<file path="config.mk">
export PLATFORM = sky130hd
export DESIGN_NAME = uart_act_channel_flat
export DESIGN_NICKNAME = d
export VERILOG_FILES = /design/src/rtl/uart_act_pkg.sv /design/src/rtl/uart_act_channel_if.sv /design/src/rtl/act_frame_ser.sv /design/src/rtl/uart_act_channel.sv /design/src/flat_wrapper.sv
export SDC_FILE = /design/constraint.sdc
export NUM_CORES = 1
export LEC_CHECK = 0
export ABC_CLOCK_PERIOD_IN_PS = 2200
export BUFFER_PORTS_ARGS = -buffer_cell sky130_fd_sc_hd__buf_4
export CAP_MARGIN = 20
export CORE_ASPECT_RATIO = 0.6
export CORE_MARGIN = 2
export CORE_UTILIZATION = 30
export CTS_CLUSTER_DIAMETER = 80
export DETAILED_ROUTE_END_ITERATION = 12
export PLACE_DENSITY_LB_ADDON = 0.3
export SETUP_SLACK_MARGIN = 0.1
export SYNTH_ARGS = -nofsm -noshare
export SYNTH_HDL_FRONTEND = slang
export SYNTH_HIERARCHICAL = 1
export SYNTH_SLANG_ARGS = --single-unit
</file>
<file path="constraint.sdc">
create_clock -name clk -period 2.2 [get_ports clk]
set_clock_uncertainty 0.2 [all_clocks]
set_input_delay 0 -clock clk [delete_from_list [all_inputs] [get_ports clk]]
set_output_delay 0 -clock clk [all_outputs]
set_load 0.03 [all_outputs]
</file>
<file path="src/rtl/uart_act_pkg.sv">
// uart_act_pkg: shared types and sizing for the UART/activation channel.
// Contents: state enum, byte-index width helper, counter widths, checksum byte count.
// Optional: UART_ACT_CHANNEL_CHECKSUM_EN adds one XOR checksum byte per frame.
package uart_act_pkg;
    typedef enum logic [2:0] {IDLE, RECV, START, WAIT, SEND} state_t;
    localparam int GAP_W  = 16;
    localparam int WAIT_W = 8;
`ifdef UART_ACT_CHANNEL_CHECKSUM_EN
    localparam int CK_BYTES = 1;
`else
    localparam int CK_BYTES = 0;
`endif
    function automatic int idx_w(input int n);
        return $clog2(n + 1);
    endfunction
endpackage

</file>
<file path="src/rtl/uart_act_channel_if.sv">
// uart_act_channel_if: UART rx/tx, core handshake and status bundle.
// Modports: slave = channel side, master = surrounding UART/core/monitor side.
// Optional: UART_ACT_CHANNEL_CHECKSUM_EN adds err_cksum.
interface uart_act_channel_if #(
    parameter int DATA_W = 16
);
    logic [7:0]        rx_data;
    logic              rx_valid;
    logic [7:0]        tx_data;
    logic              tx_valid;
    logic              tx_ready;
    logic [DATA_W-1:0] op_data;
    logic              op_start;
    logic [DATA_W-1:0] res_data;
    logic              res_done;
    logic              tx_line_en;
    logic              busy;
    logic              err_timeout;
    logic              err_overrun;
`ifdef UART_ACT_CHANNEL_CHECKSUM_EN
    logic              err_cksum;
`endif
    modport slave (
        input  rx_data, rx_valid, tx_ready, res_data, res_done,
`ifdef UART_ACT_CHANNEL_CHECKSUM_EN
        output err_cksum,
`endif
        output tx_data, tx_valid, op_data, op_start, tx_line_en, busy, err_timeout, err_overrun
    );
    modport master (
        output rx_data, rx_valid, tx_ready, res_data, res_done,
`ifdef UART_ACT_CHANNEL_CHECKSUM_EN
        input  err_cksum,
`endif
        input  tx_data, tx_valid, op_data, op_start, tx_line_en, busy, err_timeout, err_overrun
    );
endinterface

</file>
<file path="src/rtl/act_frame_ser.sv">
// act_frame_ser: result register and little-endian byte serialiser with valid/ready hold.
// Ports: clk, reset (async, active-low), load (capture res_data and start sending),
// res_data, tx_ready in; tx_data, tx_valid, sent (last byte accepted this cycle) out.
// Optional: UART_ACT_CHANNEL_CHECKSUM_EN appends the XOR of the result bytes.
module act_frame_ser
    import uart_act_pkg::*;
#(
    parameter int N_BYTES = 2
) (
    input  logic                 clk,
    input  logic                 reset,
    input  logic                 load,
    input  logic [8*N_BYTES-1:0] res_data,
    input  logic                 tx_ready,
    output logic [7:0]           tx_data,
    output logic                 tx_valid,
    output logic                 sent
);
    localparam int IW   = idx_w(N_BYTES);
    localparam int LAST = N_BYTES + CK_BYTES - 1;

    logic [8*N_BYTES-1:0] res_q;
    logic [IW-1:0]        idx;
    logic                 last;

    assign last = idx == IW'(LAST);
    assign sent = tx_valid && tx_ready && last;

`ifdef UART_ACT_CHANNEL_CHECKSUM_EN
    logic [7:0] ck;
    always_comb begin
        ck = '0;
        for (int i = 0; i < N_BYTES; i++) ck ^= res_q[8*i +: 8];
    end
    assign tx_data = (idx == IW'(N_BYTES)) ? ck : 8'(res_q >> {idx, 3'b000});
`else
    assign tx_data = 8'(res_q >> {idx, 3'b000});
`endif

    // idx only moves on an accepted byte, so tx_data is stable while stalled.
    always_ff @(posedge clk or negedge reset) begin
        if (!reset) begin
            res_q    <= '0;
            idx      <= '0;
            tx_valid <= 1'b0;
        end else if (load) begin
            res_q    <= res_data;
            idx      <= '0;
            tx_valid <= 1'b1;
        end else if (tx_valid && tx_ready) begin
            idx      <= idx + 1'b1;
            tx_valid <= !last;
        end
    end
endmodule

</file>
<file path="src/rtl/uart_act_channel.sv">
// uart_act_channel: assembles UART bytes into an operand, runs the activation core, returns the result.
// Ports: clk, reset (async, active-low), bus (uart_act_channel_if.slave: UART rx/tx bytes,
// op_data/op_start and res_data/res_done core handshake, busy, tx_line_en, error pulses).
// Optional: UART_ACT_CHANNEL_CHECKSUM_EN checks/appends an XOR checksum byte and adds err_cksum.
module uart_act_channel
    import uart_act_pkg::*;
#(
    parameter int N_BYTES   = 2,
    parameter int USE_DONE  = 1,
    parameter int FIXED_LAT = 16,
    parameter int TIMEOUT   = 255,
    parameter int RX_GAP    = 1023
) (
    input logic               clk,
    input logic               reset,
    uart_act_channel_if.slave bus
);
    localparam int DATA_W  = 8 * N_BYTES;
    localparam int IW      = idx_w(N_BYTES);
    localparam int RX_LAST = N_BYTES + CK_BYTES - 1;

    state_t            state;
    logic [IW-1:0]     idx;
    logic [GAP_W-1:0]  gap;
    logic [WAIT_W-1:0] wcnt;
    logic [DATA_W-1:0] asm_q, asm_next, frame, op_data;
    logic              op_start, err_timeout, wait_done, capture, tx_valid, sent, ck_ok, rx_last;

    // Bytes shift in from the top so the first byte ends up in [7:0].
    assign asm_next  = (asm_q >> 8) | (DATA_W'(bus.rx_data) << (DATA_W - 8));
    assign rx_last   = bus.rx_valid && state == RECV && idx == IW'(RX_LAST);
    assign wait_done = (USE_DONE != 0) ? bus.res_done : wcnt == WAIT_W'(FIXED_LAT - 1);
    assign capture   = state == WAIT && wait_done;

`ifdef UART_ACT_CHANNEL_CHECKSUM_EN
    logic [7:0] ck_q;
    logic       err_cksum;
    assign ck_ok = bus.rx_data == ck_q;
    assign frame = asm_q;
    assign bus.err_cksum = err_cksum;
    always_ff @(posedge clk or negedge reset) begin
        if (!reset) begin
            ck_q      <= '0;
            err_cksum <= 1'b0;
        end else begin
            ck_q      <= !bus.rx_valid ? ck_q : (state == IDLE) ? bus.rx_data : ck_q ^ bus.rx_data;
            err_cksum <= rx_last && !ck_ok;
        end
    end
`else
    assign ck_ok = 1'b1;
    assign frame = asm_next;
`endif

    always_ff @(posedge clk or negedge reset) begin
        if (!reset) begin
            state       <= IDLE;
            idx         <= '0;
            gap         <= '0;
            wcnt        <= '0;
            asm_q       <= '0;
            op_data     <= '0;
            op_start    <= 1'b0;
            err_timeout <= 1'b0;
        end else begin
            op_start    <= 1'b0;
            err_timeout <= 1'b0;
            case (state)
                IDLE: if (bus.rx_valid) begin
                    asm_q <= asm_next;
                    idx   <= IW'(1);
                    gap   <= '0;
                    if (RX_LAST == 0) begin
                        op_data  <= asm_next;
                        op_start <= 1'b1;
                        state    <= START;
                    end else begin
                        state <= RECV;
                    end
                end
                RECV: if (bus.rx_valid) begin
                    gap <= '0;
                    idx <= idx + 1'b1;
                    if (idx < IW'(N_BYTES)) asm_q <= asm_next;
                    if (rx_last) begin
                        if (ck_ok) begin
                            op_data  <= frame;
                            op_start <= 1'b1;
                            state    <= START;
                        end else begin
                            state <= IDLE;
                        end
                    end
                end else if (gap == GAP_W'(RX_GAP - 1)) begin
                    state <= IDLE;
                end else begin
                    gap <= gap + 1'b1;
                end
                START: begin
                    state <= WAIT;
                    wcnt  <= '0;
                end
                // A result arriving on the last allowed cycle beats the timeout.
                WAIT: if (wait_done) begin
                    state <= SEND;
                end else if (USE_DONE != 0 && wcnt == WAIT_W'(TIMEOUT - 1)) begin
                    err_timeout <= 1'b1;
                    state       <= IDLE;
                end else begin
                    wcnt <= wcnt + 1'b1;
                end
                SEND: if (sent) state <= IDLE;
                default: state <= IDLE;
            endcase
        end
    end

    act_frame_ser #(.N_BYTES(N_BYTES)) u_ser (
        .clk      (clk),
        .reset    (reset),
        .load     (capture),
        .res_data (bus.res_data),
        .tx_ready (bus.tx_ready),
        .tx_data  (bus.tx_data),
        .tx_valid (tx_valid),
        .sent     (sent)
    );

    assign bus.tx_valid    = tx_valid;
    assign bus.tx_line_en  = tx_valid;
    assign bus.op_data     = op_data;
    assign bus.op_start    = op_start;
    assign bus.err_timeout = err_timeout;
    assign bus.busy        = state != IDLE;
    assign bus.err_overrun = bus.rx_valid && (state == START || state == WAIT || state == SEND);
endmodule

</file>
<file path="src/flat_wrapper.sv">
// flat-port wrapper written by rule: the top's interface ports become plain ports
module uart_act_channel_flat import uart_act_pkg::*;
#(
    parameter int N_BYTES   = 2,
    parameter int USE_DONE  = 1,
    parameter int FIXED_LAT = 16,
    parameter int TIMEOUT   = 255,
    parameter int RX_GAP    = 1023
)
  (clk, reset, bus_rx_data, bus_rx_valid, bus_tx_ready, bus_res_data, bus_res_done, bus_tx_data, bus_tx_valid, bus_op_data, bus_op_start, bus_tx_line_en, bus_busy, bus_err_timeout, bus_err_overrun);
  uart_act_channel_if bus_i ();
  input logic clk;
  input logic reset;
  input wire logic [$bits(bus_i.rx_data)-1:0] bus_rx_data;
  input wire logic [$bits(bus_i.rx_valid)-1:0] bus_rx_valid;
  input wire logic [$bits(bus_i.tx_ready)-1:0] bus_tx_ready;
  input wire logic [$bits(bus_i.res_data)-1:0] bus_res_data;
  input wire logic [$bits(bus_i.res_done)-1:0] bus_res_done;
  output wire logic [$bits(bus_i.tx_data)-1:0] bus_tx_data;
  output wire logic [$bits(bus_i.tx_valid)-1:0] bus_tx_valid;
  output wire logic [$bits(bus_i.op_data)-1:0] bus_op_data;
  output wire logic [$bits(bus_i.op_start)-1:0] bus_op_start;
  output wire logic [$bits(bus_i.tx_line_en)-1:0] bus_tx_line_en;
  output wire logic [$bits(bus_i.busy)-1:0] bus_busy;
  output wire logic [$bits(bus_i.err_timeout)-1:0] bus_err_timeout;
  output wire logic [$bits(bus_i.err_overrun)-1:0] bus_err_overrun;
  assign bus_i.rx_data = bus_rx_data;
  assign bus_i.rx_valid = bus_rx_valid;
  assign bus_i.tx_ready = bus_tx_ready;
  assign bus_i.res_data = bus_res_data;
  assign bus_i.res_done = bus_res_done;
  assign bus_tx_data = bus_i.tx_data;
  assign bus_tx_valid = bus_i.tx_valid;
  assign bus_op_data = bus_i.op_data;
  assign bus_op_start = bus_i.op_start;
  assign bus_tx_line_en = bus_i.tx_line_en;
  assign bus_busy = bus_i.busy;
  assign bus_err_timeout = bus_i.err_timeout;
  assign bus_err_overrun = bus_i.err_overrun;
  uart_act_channel #(.N_BYTES(N_BYTES), .USE_DONE(USE_DONE), .FIXED_LAT(FIXED_LAT), .TIMEOUT(TIMEOUT), .RX_GAP(RX_GAP)) u_core (.clk(clk), .reset(reset), .bus(bus_i));
endmodule
</file>
==> After elaboration in Yosys (flattened, before gate mapping) <==
Cells that the tools add are included.
{ "classes": {"magnitude_cmp": 1, "muxes": 32, "bitwise": 1, "eq_ne": 18, "reduce_logical": 20, "shift": 1, "add_sub_neg": 4} }
{ "op_table": {"columns": ["op", "n"], "rows": [
  ["16-bit 2-to-1 mux", 6],
  ["16-bit one-hot mux with 2 select lines", 2],
  ["3-bit 2-to-1 mux", 7],
  ["16-bit by 1-bit adder with 16-bit output, second input constant", 1],
  ["16-bit by 10-bit == test with 1-bit output, second input constant", 1],
  ["8-bit 2-to-1 mux", 2],
  ["8-bit by 16-bit bitwise OR with 16-bit output", 1],
  ["8-bit one-hot mux with 2 select lines", 1],
  ["16-bit by 5-bit >> shifter with 8-bit output", 1],
  ["3-bit one-hot mux with 5 select lines", 1],
  ["3-bit AND reduction", 4],
  ["2-bit != test, second input constant", 5],
  ["8-bit by 1-bit adder with 8-bit output, second input constant", 1],
  ["8-bit == test, second input constant", 1],
  ["1-bit 2-to-1 mux", 8],
  ["2-bit 2-to-1 mux", 4],
  ["3-bit by 2-bit == test with 1-bit output, second input constant", 2],
  ["1-bit logical AND", 6],
  ["3-bit by 2-bit != test with 1-bit output, second input constant", 2],
  ["3-bit != test, second input constant", 2],
  ["2-bit nonzero test", 3],
  ["5-bit AND reduction", 1],
  ["2-bit by 1-bit adder with 2-bit output, second input constant", 2],
  ["2-bit by 1-bit == test with 1-bit output, second input constant", 2],
  ["other kinds (10)", 11]
]} }
{ "totals": {"input_bits": 29, "output_inout_bits": 30, "wordCells": 88, "register_bits": 82} }

==> Longest topological paths before layout <==
Gate-level depths: netlist of the first run.
{ "depth": {"depth_word": 6, "depth_mapped": 7, "depth_no_buf": 6} }

==> Hierarchy <==
Netlist of the first run, hierarchy kept.
{ "modules_own_cells": {"columns": ["mod", "seq_area_each_um2", "area_per_inst_um2", "instances", "cells_each"], "rows": [
  ["uart_act_channel", 1376.3, 2685.1, 1, 247],
  ["act_frame_ser", 475.5, 885.8, 1, 66]
]} }

==> Least setup slack after synthesis of the first run <==
No wires, ideal clock.
{ "synth_path": {"path_kind": "reg-to-reg", "start": "reg u_core.gap[0]", "end": "reg u_core.gap[1]", "setup_time_ns": 0.094, "path_slack_ns": 0.029, "path_stages_with_launch": 8, "period_less_slack_ns": 2.171, "t_required_ns": 1.906, "path_buffers": 1, "t_arrival_ns": 1.877, "cell_sequence": "dfrtp_1 > inv_1 > ha_1 > or4b_2 > nor3_4 > buf_4 > a21oi_1 > a211oi_1"} }
{ "synth_via": {"elab_chain_len": 4, "word_cells_on_any_way": 7, "classes_between": "add/sub: 1; eq/ne: 2; mux: 3; reduce/logical: 1"} }
{ "synth_rtl": {"columns": ["item", "line_no", "source"], "rows": [
  ["from (decl)", "uart_act_channel.sv:24", "logic [GAP_W-1:0] gap;"],
  ["from (signal assigned)", "uart_act_channel.sv:97", "gap <= gap + 1'b1;"],
  ["16-bit by 1-bit adder with 16-bit output", "uart_act_channel.sv:97", null],
  ["16-bit 2-to-1 mux", "uart_act_channel.sv:94", "end else if (gap == GAP_W'(RX_GAP - 1)) begin"],
  ["16-bit 2-to-1 mux", "uart_act_channel.sv:81", "RECV: if (bus.rx_valid) begin"],
  ["16-bit one-hot mux with 2 select lines", "uart_act_channel.sv:68", "case (state)"]
]} }
Parallel ways exist; a longest one is shown, timed or not. The select of a mux whose other input is x is not followed.
A chain may end at the register's enable or synchronous reset.

==> Worst setup path after layout of the first run <==
{ "layout_path": {"start": "reg u_core.gap[0]", "end": "reg u_core.gap[0]"} }
Same word-level chain as after synthesis.

==> run metrics, run 1 <==
post-synthesis area per instance between 10 and 15 um^2; Hold Fails Final Rpt 5; Initial DRT Pass Iterations 4; Worst Setup End Kind register; CTS Buf Count 9; mapped cell area between 0.003 and 0.004 mm^2; maxcap violations 0; die span in x roughly 140 um; Commonest cells post-synth 74 x dfrtp_1, 42 x mux2_2, 24 x nor2_1, 17 x nand2_1, 15 x a21oi_1; fin cells 581; Power, Total 6.65 mW; Worst VDD drop 0.000667 V; CTS tree built; WL/cell 14.6 um; Pwr Density 1350 mW/mm^2; worst slew pin tran 0.772 ns; worst slack, placed about 0.074 ns; Main synth FF type dfrtp_1; flip-flop and latch count after synthesis 74; Final HPWL DP 5860 um; DRC Markers 0; fraction of registers with async set/reset 1.00; Core Footprint 0.0114 mm^2; failing checks hold timing; initial DRC count 167; Root Buffer clkbuf_16; share of layout cells above drive strength 1 0.363; Synthesized Nets around 350; largest cells by area after synthesis dfrtp_1 52%, mux2_2 13%, nor2_1 2.5%; Post-Route WL 8470 um; Max-slew headroom 0.482; number of flops mapped to enable cells by yosys 0; DRT antenna net count 0; Hold Path Class in2async; Tcrit/Tclk final 0.984; worst hold margin -0.00878 ns; placed insts 533; Yosys cell types between 50 and 60; I/O pin cnt 59; via count 2777; CP required 2.22 ns; initial core utilization 0.312; die area 0.0128 mm^2; RSZ-0062 raised after global routing yes; most frequent cell after synthesis dfrtp_1; # diodes 0; # nets final 451; Max FO, Critical Path 5; largest net degree at the start of global routing 41; part of the Yosys area used for sequential elements 0.519; clk buf depth 2; # H-tree levels 3; first-pass GRT wire length about 14000 um; clk_lat worst skew 0.35 ns; GRT Util Overall 0.142; kind of critical path reg2reg; Tmin final roughly 2.2 ns; clock net sink count 74; leakage roughly 2.2 nW; GPL Wtd Cong 0.816; area delta synth->final 38.3%; Rows 30; Synth Instances 313; Worst Setup Start Kind register; port bufs 58; WP data arrival 2.19 ns; share of the synthesized area in the top cell type 0.519; Max Fclk 0.462 GHz; final setup margin 0.0348 ns; initial antenna violation count 0; GRT overflow 0; Fillers 1082; leading area contributor after synthesis dfrtp_1; CTS clock-pin slew for the worst setup and hold paths 0.06 ns; vias in the first global route about 2700; Yosys Warn Count 6; Setup TNS Final 0 ns; Die Y 88.5 um; via density per instance 4.78; outcome finished, violations left; final core occ 0.431; Setup Viol. Count Final 0; Max Transition Viols Final 0
-- logic make-up (layout without fill, tap and decap cells) --
group	after synthesis	after routing	synth area share
AND/OR/NAND/NOR	98	98	0.152
flip-flops	74	74	0.519
AO/OA/AOI/OAI	56	56	0.106
multiplexers	50	50	0.155
buffers and inverters	26	134	0.0399
adder cells (fa/ha/maj)	6	6	0.0210
XOR/XNOR	3	3	0.00736
-- metal layers --
layer	vias to the layer above	track usage	part of all wire	wire length [um]
met5	-	0	0	0
met4	0	0.0344	0.0093	79
met3	7	0.0557	0.070	594
met2	68	0.196	0.41	3490
met1	1345	0.208	0.51	4310
li1	1357	-	-	-
-- final timing paths --
path	depth (start not counted)	endpoint	slack [ns]	startpoint
max	6	u_core/gap[0]	0.03	u_core/gap[0]
min	2	u_core/gap[11]	-0.009	reset
max reg2reg	6	u_core/gap[0]	0.03	u_core/gap[0]
min reg2reg	1	u_core/idx[0]	0.28	u_core/idx[0]
max in group asynchronous	3	u_core/wcnt[2]	1.21	reset
min in group clk	3	u_core/u_ser/res_q[14]	0.23	bus_res_data[14]
-- power by group --
part / leakage, nW / switching, mW / total (mW) / internal, mW
sequential: 0.927 / 0.343 / 2.21 / 1.87
clock: 0.149 / 0.628 / 1.53 / 0.900
combinational: 1.09 / 1.56 / 2.91 / 1.35
total: 2.17 / 2.53 / 6.65 / 4.12
-- critical path, stage by stage, from the launching register on --
cell and delay, ns:
dfrtp_1 0.41, inv_2 0.07, ha_1 0.13, or4b_4 0.48
nor3_4 0.36, a21oi_4 0.12, mux2_2 0.28
-- sequential cells by signal, indices dropped and copies added (netlist names) --
name,flops
u_core/asm_q,8
u_core/bus.err_timeout,1
u_core/wcnt,8
u_core/bus.op_data,16
u_core/gap,16
u_core/u_ser/res_q,16
u_core/u_ser/idx,2
u_core/u_ser/tx_valid,1
u_core/bus.op_start,1
u_core/idx,2
u_core/state,3
-- stage by stage --
step,hold WS (ns),area [um^2]
2_1_floorplan,-0.496,3580
3_3_place_gp,-0.177,4260
3_5_place_dp,-0.178,4260
4_1_cts,0.0141,4870
5_1_grt,0.0472,4940
6_report,-0.00878,4940
-- final cells by class --
class                           count  area (um^2)  area share
Sequential cell                    74         1850       0.375
Multi-Input combinational cell    213         1640       0.331
Timing Repair Buffer              105          891       0.180
Clock buffer                        9          225      0.0456
Tap cell                          160          200      0.0405
Clock inverter                      7         83.8      0.0170
Inverter                           13         48.8     0.00988
-- layout by cell type (no fill, tap or decap), types with 4 or more instances in the layout --
cell           Yosys  routed
o31ai_1            5       5
clkbuf_16          0       9
ha_1               6       6
nand3_1           12      12
inv_1             13      12
mux2i_1            8       8
nor3_1             5       4
nand2_1           17      17
buf_4              3      73
o311ai_0           5       5
nand4_1            6       6
dlygate4sd3_1      0      28
nor2_1            24      23
mux2_2            42      42
or3_1              5       5
a21oi_1           15      14
o21ai_0            6       5
dfrtp_1           74      74
-- repair_timing --
action | in CTS | in global routing
hold buffers | 28 | 0
cloned | 0 | 1
hold endpoints to repair | 116 | 0
gates resized for setup | 2 | 13
setup buffers | 1 | 2
pin swaps | 1 | 7
setup endpoints to repair | 3 | 32
Power figures use the tool's default switching activity.
==> run 2: changes to the inputs <==
--- a/config.mk
+++ b/config.mk
@@ -5,9 +5,11 @@
 export SDC_FILE = /design/constraint.sdc
 export NUM_CORES = 1
 export LEC_CHECK = 0
-export ABC_CLOCK_PERIOD_IN_PS = 2200
+export ABC_CLOCK_PERIOD_IN_PS = 1800
 export BUFFER_PORTS_ARGS = -buffer_cell sky130_fd_sc_hd__buf_4
 export CAP_MARGIN = 20
+export CELL_PAD_IN_SITES_DETAIL_PLACEMENT = 0
+export CELL_PAD_IN_SITES_GLOBAL_PLACEMENT = 1
 export CORE_ASPECT_RATIO = 0.6
 export CORE_MARGIN = 2
 export CORE_UTILIZATION = 30
==> constraint.sdc (replaced) <==
create_clock -name clk -period 1.8 [get_ports clk]
set_clock_uncertainty 0.2 [all_clocks]
set_input_delay 0 -clock clk [delete_from_list [all_inputs] [get_ports clk]]
set_output_delay 0 -clock clk [all_outputs]
set_load 0.03 [all_outputs]
==> run metrics, run 2 (synthesis gave the netlist of run 1 again) <==
Hold Path Class in2reg (was in2async); Tmin final 2.05 ns (was 2.17 ns); CP top delay family simple AND/OR/NAND/NOR gates (unchanged); initial antenna violation count 0 (unchanged); Worst Setup Start Kind register (unchanged); DRC Markers 0 (unchanged); Fillers 1012 (was 1082); vias in the first global route 3093 (was 2660); Initial DRT Pass Iterations 4 (unchanged); final setup margin -0.246 ns (was 0.0348 ns); # H-tree levels 3 (unchanged); initial DRC count 214 (was 167); DRT antenna net count 0 (unchanged); clk_lat worst skew 0.33 ns (was 0.35 ns); registers with the most flip-flops u_core/bus.op_data x16, u_core/gap x16, u_core/u_ser/res_q x16 (unchanged); via count 3113 (was 2777); # diodes 0 (unchanged); Rows 30 (unchanged); initial core utilization 0.312 (unchanged); Max Transition Viols Final 0 (unchanged); WP data arrival 2.06 ns (was 2.19 ns); Root Buffer clkbuf_16 (unchanged); hold path start bus_rx_valid; outcome finished, violations left (unchanged); commonest cells after routing, fill and taps aside 112 x buf_4, 74 x dfrtp_1, 29 x dlygate4sd3_1 (was 74 x dfrtp_1, 73 x buf_4, 42 x mux2_2); placed insts 566 (was 533); Setup TNS Final -5.74 ns (was 0 ns); Worst Setup End Kind register (unchanged); port bufs 58 (unchanged); hold endpoint u_core/state[0]; CP required 1.81 ns (was 2.22 ns); Final HPWL DP 6300 um (was 5860 um); Power, Total 9.39 mW (was 6.65 mW); Critical-path top delay cell or4b_4 (unchanged); Worst VDD drop 0.000802 V (was 0.000667 V); Max Fclk 0.489 GHz (was 0.462 GHz); Max-slew headroom 0.748 (was 0.482); Max FO, Critical Path 3 (was 5); Reg2Reg Launch Point u_core/gap[0] (unchanged); Tcrit/Tclk final 1.14 (was 0.984); GRT overflow 0 (unchanged); GPL Wtd Cong 0.809 (was 0.816); RSZ-0062 raised after global routing yes (unchanged); Core Footprint 0.0114 mm^2 (unchanged); Reg2Reg Depth 6 (unchanged); clock net sink count 74 (unchanged); Die Y 88.5 um (unchanged); Post-Route WL 10200 um (was 8470 um); kind of critical path reg2reg (unchanged); reg-to-reg setup timing slack -0.25 ns (was 0.03 ns); commonest non-fill, non-tap cell in the layout buf_4 (was dfrtp_1); CTS clock-pin slew for the worst setup and hold paths 0.06 ns (about the same); CP peak stage delay 0.50 ns (was 0.48 ns); leakage 2.66 nW (was 2.17 nW); CP Buf/Inv Count 1 (unchanged); share of layout cells above drive strength 1 0.531 (was 0.363); largest net degree at the start of global routing 51 (was 41); r2r endpoint u_core/gap[0] (unchanged); Min-Delay Path Depth 4; I/O pin cnt 59 (unchanged); area delta synth->final 66.6% (was 38.3%); first-pass GRT wire length 15600 um (was 13900 um); CTS tree built (unchanged); worst slew pin tran 0.378 ns (was 0.772 ns); clk buf depth 2 (unchanged); fin cells 650 (was 581); FF+latch area 0.00185 mm^2 (unchanged); GRT Util Overall 0.160 (was 0.142); Setup Viol. Count Final 54 (was 0); CP cell instances inv_2, ha_1, or4b_4, nor3_4, a21oi_2, mux2_2 (was inv_2, ha_1, or4b_4, nor3_4, a21oi_4, mux2_2); Pwr Density 1580 mW/mm^2 (was 1350 mW/mm^2); Hold Fails Final Rpt 0 (was 5); WL/cell 15.7 um (was 14.6 um); maxcap violations 0 (unchanged); multi-input gate area in the final layout 0.00199 mm^2 (was 0.00164 mm^2); die area 0.0128 mm^2 (unchanged); failing checks setup timing (was hold timing); CTS Buf Count 9 (unchanged); die span in x 145 um (unchanged); via density per instance 4.79 (was 4.78); # nets final 521 (was 451)
run 2: worst max-delay path by stage:
stage                          from             end  depth (start not counted)
global placement      u_core/gap[0]   u_core/gap[7]                          7
global route          u_core/gap[0]  u_core/gap[10]                          7
CTS                   u_core/gap[0]   u_core/gap[0]                          6
finish                u_core/gap[0]   u_core/gap[0]                          6
detailed placement    u_core/gap[0]   u_core/gap[7]                          7
floorplan           u_core/state[1]  u_core/gap[10]                          5
run 2: where the power goes:
| group | leakage [nW] | switching (mW) | internal, mW | total (mW) |
|---|---|---|---|---|
| logic | 1.60 | 2.48 | 2.61 | 5.09 |
| registers | 0.927 | 0.376 | 2.29 | 2.66 |
| clock network | 0.134 | 0.681 | 0.957 | 1.64 |
run 2: stage by stage:
step	hold WS, ns	worst slack (ns)	util	cell area, um^2
floorplan	-0.496	-0.160	-	3640
global placement	-0.270	-0.256	0.398	4560
detailed placement	-0.264	-0.269	0.398	4560
CTS	-0.145	-0.203	0.476	5450
global route	0.0812	-0.300	0.520	5950
finish	0.0600	-0.246	0.520	5950
run 2: cell type report:
class                      instances  share of cell area
clock buffer                      10              0.0402
clock inverter                     5             0.00526
inverter                          13             0.00862
multi-input combinational        214               0.334
sequential                        74               0.311
tap                              160              0.0336
timing repair buffer             174               0.267
run 2: tightest hold or removal path, cell delays in order:
cell and delay (ns):
buf_4 0.13, inv_1 0.11, buf_4 0.17, a22o_1 0.14
run 2: repair_timing:
action                                  in CTS  in global routing
hold endpoints to repair                   115                  1
gates cloned                                 1                  4
resized for setup                           36                 74
endpoints found under the setup margin      67                 72
hold buffers                                28                  1
pin swaps                                   14                 25
buffers inserted                            21                 17
run 2: metal layers:
layer	up-vias	global-route usage	wire (um)
met5	-	0	0
met4	0	0.0291	44
met3	5	0.0514	681
met2	90	0.235	4340
met1	1516	0.233	5160
li1	1502	-	-
